[src/rtl/serial_arith_pkg.sv]
// ---------------------------------------------------------------------------
// serial_arith_pkg
// Shared definitions for the bit-serial arithmetic units.
//   DEFAULT_WIDTH : default operand width for serial units
//   state_t       : control FSM states (IDLE / SHIFT / DONE)
// ---------------------------------------------------------------------------
package serial_arith_pkg;

    localparam int DEFAULT_WIDTH = 8;

    typedef enum logic [1:0] {
        IDLE  = 2'd0,
        SHIFT = 2'd1,
        DONE  = 2'd2
    } state_t;

endpackage

[src/rtl/serial_subtractor_8bit_if.sv]
// ---------------------------------------------------------------------------
// serial_subtractor_8bit_if
// Request/result bundle for the bit-serial subtractor.
//   i_start, i_a, i_b, i_borrow_in : request, sampled when the unit is free
//   o_busy, o_done                 : status (done is a one-cycle pulse)
//   o_diff, o_borrow_out,
//   o_overflow, o_zero             : registered result and flags
// Modports: slave = subtractor side, master = requester side.
// ---------------------------------------------------------------------------
interface serial_subtractor_8bit_if #(
    parameter int WIDTH = serial_arith_pkg::DEFAULT_WIDTH
);
    logic             i_start;
    logic [WIDTH-1:0] i_a;
    logic [WIDTH-1:0] i_b;
    logic             i_borrow_in;
    logic             o_busy;
    logic             o_done;
    logic [WIDTH-1:0] o_diff;
    logic             o_borrow_out;
    logic             o_overflow;
    logic             o_zero;

    modport slave (
        input  i_start, i_a, i_b, i_borrow_in,
        output o_busy, o_done, o_diff, o_borrow_out, o_overflow, o_zero
    );

    modport master (
        output i_start, i_a, i_b, i_borrow_in,
        input  o_busy, o_done, o_diff, o_borrow_out, o_overflow, o_zero
    );
endinterface

[src/rtl/full_adder.sv]
// ---------------------------------------------------------------------------
// full_adder
// One-bit full adder cell.
//   i_a, i_b, i_cin : operand bits and carry in
//   o_sum, o_cout   : sum bit and carry out
// ---------------------------------------------------------------------------
module full_adder (
    input  logic i_a,
    input  logic i_b,
    input  logic i_cin,
    output logic o_sum,
    output logic o_cout
);
    assign o_sum  = i_a ^ i_b ^ i_cin;
    assign o_cout = (i_a & i_b) | (i_cin & (i_a ^ i_b));
endmodule

[src/rtl/serial_subtractor_8bit.sv]
// ---------------------------------------------------------------------------
// serial_subtractor_8bit
// Bit-serial two's-complement subtractor: diff = A - B - borrow_in, computed
// LSB first over WIDTH cycles as A + ~B + ~borrow_in using one full adder and
// one carry flip-flop.
//   i_clk   : rising-edge clock
//   i_rst_n : synchronous active-low reset
//   bus     : request/result bundle (slave modport)
// ---------------------------------------------------------------------------
module serial_subtractor_8bit
    import serial_arith_pkg::*;
#(
    parameter int WIDTH = DEFAULT_WIDTH
) (
    input  logic                    i_clk,
    input  logic                    i_rst_n,
    serial_subtractor_8bit_if.slave bus
);
    localparam int              CNT_W = (WIDTH > 1) ? $clog2(WIDTH) : 1;
    localparam logic [CNT_W-1:0] LAST = CNT_W'(WIDTH - 1);

    state_t           r_state;
    state_t           w_next;
    logic [WIDTH-1:0] r_a;
    logic [WIDTH-1:0] r_b;
    logic [WIDTH-1:0] r_res;
    logic             r_a_msb;
    logic             r_b_msb;
    logic             r_carry;
    logic [CNT_W-1:0] r_cnt;
    logic [WIDTH-1:0] r_diff;
    logic             r_borrow_out;
    logic             r_overflow;
    logic             r_zero;

    logic             w_sum;
    logic             w_cout;
    logic             w_accept;
    logic             w_last;
    logic             w_busy;
    logic             w_done;
    logic [WIDTH-1:0] w_res_final;
    logic             w_overflow;

    full_adder u_fa (
        .i_a    (r_a[0]),
        .i_b    (~r_b[0]),
        .i_cin  (r_carry),
        .o_sum  (w_sum),
        .o_cout (w_cout)
    );

    // A request is taken when idle and also in DONE, so a held start runs
    // operations back-to-back.
    assign w_accept    = bus.i_start && ((r_state == IDLE) || (r_state == DONE));
    assign w_last      = (r_state == SHIFT) && (r_cnt == LAST);
    assign w_res_final = {w_sum, r_res[WIDTH-1:1]};
    // Operand MSBs are kept separately because r_a/r_b are consumed by shifting.
    assign w_overflow  = (r_a_msb ^ r_b_msb) & (w_res_final[WIDTH-1] ^ r_a_msb);

    always_ff @(posedge i_clk) begin
        if (!i_rst_n) begin
            r_state <= IDLE;
        end else begin
            r_state <= w_next;
        end
    end

    always_comb begin
        w_next = r_state;
        case (r_state)
            IDLE:    w_next = bus.i_start ? SHIFT : IDLE;
            SHIFT:   w_next = w_last ? DONE : SHIFT;
            DONE:    w_next = bus.i_start ? SHIFT : IDLE;
            default: w_next = IDLE;
        endcase
    end

    always_comb begin
        w_busy = 1'b0;
        w_done = 1'b0;
        case (r_state)
            SHIFT:   w_busy = 1'b1;
            DONE:    w_done = 1'b1;
            default: begin
                w_busy = 1'b0;
                w_done = 1'b0;
            end
        endcase
    end

    always_ff @(posedge i_clk) begin
        if (!i_rst_n) begin
            r_a          <= '0;
            r_b          <= '0;
            r_res        <= '0;
            r_a_msb      <= 1'b0;
            r_b_msb      <= 1'b0;
            r_carry      <= 1'b0;
            r_cnt        <= '0;
            r_diff       <= '0;
            r_borrow_out <= 1'b0;
            r_overflow   <= 1'b0;
            r_zero       <= 1'b0;
        end else if (w_accept) begin
            r_a     <= bus.i_a;
            r_b     <= bus.i_b;
            r_a_msb <= bus.i_a[WIDTH-1];
            r_b_msb <= bus.i_b[WIDTH-1];
            // Subtraction as addition of ~B: the initial carry absorbs the borrow.
            r_carry <= ~bus.i_borrow_in;
            r_res   <= '0;
            r_cnt   <= '0;
        end else if (r_state == SHIFT) begin
            r_res   <= w_res_final;
            r_a     <= {1'b0, r_a[WIDTH-1:1]};
            r_b     <= {1'b0, r_b[WIDTH-1:1]};
            r_carry <= w_cout;
            r_cnt   <= r_cnt + CNT_W'(1);
            if (w_last) begin
                r_diff       <= w_res_final;
                // No final carry from A + ~B + ~bin means A < B + bin.
                r_borrow_out <= ~w_cout;
                r_overflow   <= w_overflow;
                r_zero       <= (w_res_final == '0);
            end
        end
    end

    assign bus.o_busy       = w_busy;
    assign bus.o_done       = w_done;
    assign bus.o_diff       = r_diff;
    assign bus.o_borrow_out = r_borrow_out;
    assign bus.o_overflow   = r_overflow;
    assign bus.o_zero       = r_zero;
endmodule
[src/flat_wrapper.sv]
// flat-port wrapper written by rule: the top's interface ports become plain ports
module serial_subtractor_8bit_flat import serial_arith_pkg::*;
#(
    parameter int WIDTH = DEFAULT_WIDTH
)
  (i_clk, i_rst_n, bus_i_start, bus_i_a, bus_i_b, bus_i_borrow_in, bus_o_busy, bus_o_done, bus_o_diff, bus_o_borrow_out, bus_o_overflow, bus_o_zero);
  serial_subtractor_8bit_if #(.WIDTH(WIDTH)) bus_i ();
  input  logic i_clk;
  input  logic i_rst_n;
  input wire logic [$bits(bus_i.i_start)-1:0] bus_i_start;
  input wire logic [$bits(bus_i.i_a)-1:0] bus_i_a;
  input wire logic [$bits(bus_i.i_b)-1:0] bus_i_b;
  input wire logic [$bits(bus_i.i_borrow_in)-1:0] bus_i_borrow_in;
  output wire logic [$bits(bus_i.o_busy)-1:0] bus_o_busy;
  output wire logic [$bits(bus_i.o_done)-1:0] bus_o_done;
  output wire logic [$bits(bus_i.o_diff)-1:0] bus_o_diff;
  output wire logic [$bits(bus_i.o_borrow_out)-1:0] bus_o_borrow_out;
  output wire logic [$bits(bus_i.o_overflow)-1:0] bus_o_overflow;
  output wire logic [$bits(bus_i.o_zero)-1:0] bus_o_zero;
  assign bus_i.i_start = bus_i_start;
  assign bus_i.i_a = bus_i_a;
  assign bus_i.i_b = bus_i_b;
  assign bus_i.i_borrow_in = bus_i_borrow_in;
  assign bus_o_busy = bus_i.o_busy;
  assign bus_o_done = bus_i.o_done;
  assign bus_o_diff = bus_i.o_diff;
  assign bus_o_borrow_out = bus_i.o_borrow_out;
  assign bus_o_overflow = bus_i.o_overflow;
  assign bus_o_zero = bus_i.o_zero;
  serial_subtractor_8bit #(.WIDTH(WIDTH)) u_core (.i_clk(i_clk), .i_rst_n(i_rst_n), .bus(bus_i));
endmodule
[config.mk]
export PLATFORM = sky130hd
export DESIGN_NAME = serial_subtractor_8bit_flat
export DESIGN_NICKNAME = d
export VERILOG_FILES = /design/src/rtl/serial_arith_pkg.sv /design/src/rtl/serial_subtractor_8bit_if.sv /design/src/rtl/full_adder.sv /design/src/rtl/serial_subtractor_8bit.sv /design/src/flat_wrapper.sv
export SDC_FILE = /design/constraint.sdc
export NUM_CORES = 1
export LEC_CHECK = 0
export ABC_AREA = 1
export CAP_MARGIN = 0
export CORE_MARGIN = 2
export CORE_UTILIZATION = 55
export CTS_CLUSTER_DIAMETER = 60
export DETAILED_ROUTE_END_ITERATION = 16
export PLACE_DENSITY = 0.83
export SYNTH_ARGS = -nofsm -noshare
export SYNTH_HDL_FRONTEND = slang
export SYNTH_SLANG_ARGS = --single-unit
[constraint.sdc]
create_clock -name i_clk -period 2.3 [get_ports i_clk]
set_input_delay 0.46 -clock i_clk [delete_from_list [all_inputs] [get_ports i_clk]]
set_output_delay 0.46 -clock i_clk [all_outputs]
set_load 0.01 [all_outputs]
==> results.py <==
metrics = {
    "status": {
        "status": "finished clean",
    },
    "timing": {
        "max_freq_mhz": 456,
        "drv_slew": 0,
        "hold_viol": 0,
        "clock_skew_ps": 11.9,
        "slew_headroom": 0.756,
        "post-route-min-period_ps": 2190,
        "worst_slack_ps": 108,
        "fin_crit_sh": 0.953,
        "fin_tns_setup_ps": 0,
        "setup_viol": 0,
        "tightest_slew_ps": 365,
        "rsz0062_at_grt": "false",
    },
    "power_and_ir_drop": {
        "peakVddDrop_mv": 0.430,
        "p_seq_frac": 0.564,
        "comb_power_share": 0.161,
        "p_int_mw": 1.01,
        "powerDensity_nw_per_um2": 607,
        "total_power_mw": 1.39,
        "leakage_nw": 0.927,
        "p_sw_frac": 0.277,
        "p_switching_mw": 0.386,
        "clkPwrFrac": 0.276,
    },
    "setup_path": {
        "crit_type": "register to primary output",
        "regToRegEndpoint": "u_core.bus.o_diff[2]",
        "start_kind": "register",
        "slowest_delay_ps": 570,
        "worst_r2r_path_depth": 6,
        "required_ps": 1840,
        "critPathArrivalTime_ps": 1730,
        "r2r_start": "u_core.r_cnt[0]",
        "crit_family": "buffers and inverters",
        "r2r_slack_ps": 740,
        "critPathSlowestCell": "clkdlybuf4s50_1",
        "end_kind": "primary output",
        "path_max_fanout": 10,
        "crit_path_cell_trace": "inv_1 -> nand2_4 -> clkinv_1 -> clkdlybuf4s50_1",
        "path_buf_inv": 3,
    },
    "logic_synthesis": {
        "synth_nets": 270,
        "synth_top_family_by_area": "simple AND/OR/NAND/NOR gates",
        "synthFlopType": "dfxtp_1",
        "synth.top_cells.by_area": "dfxtp_1, nand2_1, a21oi_1",
        "yosysWarningCount": 0,
        "syn_area_sq_um": 1920,
        "ys_seq_area_frac": 0.439,
        "yosys-top-cells-count": "nand2_1, dfxtp_1, inv_1, nor2_1, a21oi_1",
        "yosysTopAreaCell": "dfxtp_1",
        "yosysMostFrequentCell": "nand2_1",
        "synth-seq-cells": 42,
        "synthCells": 247,
        "yosys.area.top_type_share": 0.439,
        "synth-edff-count": 0,
        "synth_xor_area_frac": 0.00457,
        "synth_compound_area_frac": 0.0790,
        "synthMuxAreaShare": 0,
        "yosys.area_share.adder": 0.0235,
        "async_flop_share": 0,
        "synth_cell_type_count": 27,
        "avgSynthCellArea_sq_um": 7.76,
        "synthSimpleGateAreaFrac": 0.353,
    },
    "drt": {
        "vias": 1625,
        "avgRoutedWirePerCell_microns": 11.5,
        "drt_pass1_iterations": 5,
        "drc": 0,
        "vias_per_cell": 4.98,
        "drtIter0Drc": 73,
        "wirelength_microns": 3760,
        "drtAntennaViolNets": 0,
    },
    "placement": {
        "placed_cells_incl_taps": 318,
        "hpwl_microns": 2740,
        "routabilityCongestion": 0.780,
        "io_buffers": 32,
        "preCtsSetupSlack_ps": 534,
    },
    "clocking": {
        "cts_resized": 0,
        "hold_buffers": 0,
        "clk_latency_ps": 360,
        "clock_sinks": 42,
        "root_buffer": "clkbuf_4",
        "numCtsBuffers": 5,
        "post_cts_buffers": 0,
        "htree_levels": 2,
        "cts_tree": "yes",
        "cts_buffer_depth": 2,
        "clk_pin_slew_ps": 130,
    },
    "global_route": {
        "antenna_found_initial": 0,
        "grt_pass1_wl_microns": 6900,
        "grt_pass1_vias": 1553,
        "grtUsageTotal": 0.220,
        "grt_max_degree": 26,
        "overflow": 0,
    },
    "finish": {
        "final_cells": 326,
        "diodes": 0,
        "nets": 302,
        "final_layout_size_suffix_gt1_frac": 0.136,
        "area_delta_synth_final_pct": 19.8,
        "fin_util": 0.688,
    },
    "floorplanning": {
        "io_pins": 33,
        "rows": 21,
        "fp.dieW_microns": 63.0,
        "die_area_sq_um": 3970,
        "coreArea_sq_um": 3340,
        "initial_utilization": 0.574,
        "die_h_microns": 63.0,
    },
    "hold_path": {
        "hold_class": "register to register",
        "min_to": "u_core.bus.o_diff[6]",
        "min-delay-start": "u_core.bus.o_diff[6]",
        "holdPathStages": 2,
    },
    "flow_run": {
        "drv_cap": 0,
    },
}
## layout make-up
cell class | instances | area [sq um]
clock buffer | 6 | 51.3
inverter | 26 | 101
sequential | 42 | 841
tap | 46 | 57.6
clock inverter | 2 | 12.5
multi-input combinational | 168 | 881
fill | 285 | 1040
timing repair buffer | 36 | 350
## sequential cells by signal (all words and copies together), names as in the netlist
register / flops
u_core.bus.o_diff: 8
u_core.r_carry: 1
u_core.r_a: 8
u_core.r_b: 8
u_core.bus.o_borrow_out: 1
u_core.r_b_msb: 1
u_core.r_a_msb: 1
u_core.r_res: 7
u_core.r_state: 2
u_core.bus.o_overflow: 1
u_core.bus.o_zero: 1
u_core.r_cnt: 3
## layout by cell type, fill, tap and decap left out, drive strengths merged
cell type	count
buf	4
xor2	1
nand2	68
clkinvlp	1
nor3	11
clkdlybuf4s50	32
nor2	30
nand3b	12
clkbuf	6
dfxtp	42
ha	2
fa	1
a21oi	22
nand3	15
inv	24
clkinv	3
o21ai	6
## power groups by stage
stage               sequential (mW)  combinational, mW  clock, mW
floorplan                     0.795              0.172          0
global placement              0.800              0.220          0
detailed placement            0.801              0.224          0
CTS                           0.784              0.226      0.400
global route                  0.790              0.255      0.431
finish                        0.784              0.224      0.384
## worst min-delay path: cells and delay by family (launching register included)
family	cells	cell delay, ps
compound gates	1	50
flops	1	330
simple gates	1	60
## layer usage
layer | part of all wire | routed length (microns) | GRT usage | vias to the layer above
met5 | 0 | 0 | 0 | -
met4 | 0.016 | 59 | 0.0806 | 0
met3 | 0.039 | 147 | 0.0667 | 6
met2 | 0.45 | 1700 | 0.336 | 24
met1 | 0.49 | 1860 | 0.291 | 752
li1 | - | - | - | 843
## how the worst max path moves through the flow
stage                                 start                    end  slack, ps  cells past startpoint
after detailed placement  u_core.r_state[1]             bus_o_busy        530                      4
after floorplan               u_core.r_a[0]  u_core.bus.o_overflow        990                      7
after global placement    u_core.r_state[1]             bus_o_busy        540                      4
after global routing      u_core.r_state[1]             bus_o_busy         10                      4
after CTS                 u_core.r_state[1]             bus_o_busy        110                      4
final                     u_core.r_state[1]             bus_o_busy        110                      4
## metrics by stage
step,hold WS [ps],area (sq um)
after floorplan,447,1920
after global placement,457,2230
after CTS,477,2290
after global routing,498,2290
final,475,2290
after detailed placement,459,2230
## cell families after synthesis
logic type | Yosys count
and+or+nand+nor | 136
DFF | 42
buffers and inverters | 37
AOI/OAI and AO/OA | 28
adders and majority gates | 3
xor gates and xnor gates | 1
(Power assumes the default switching activity.)
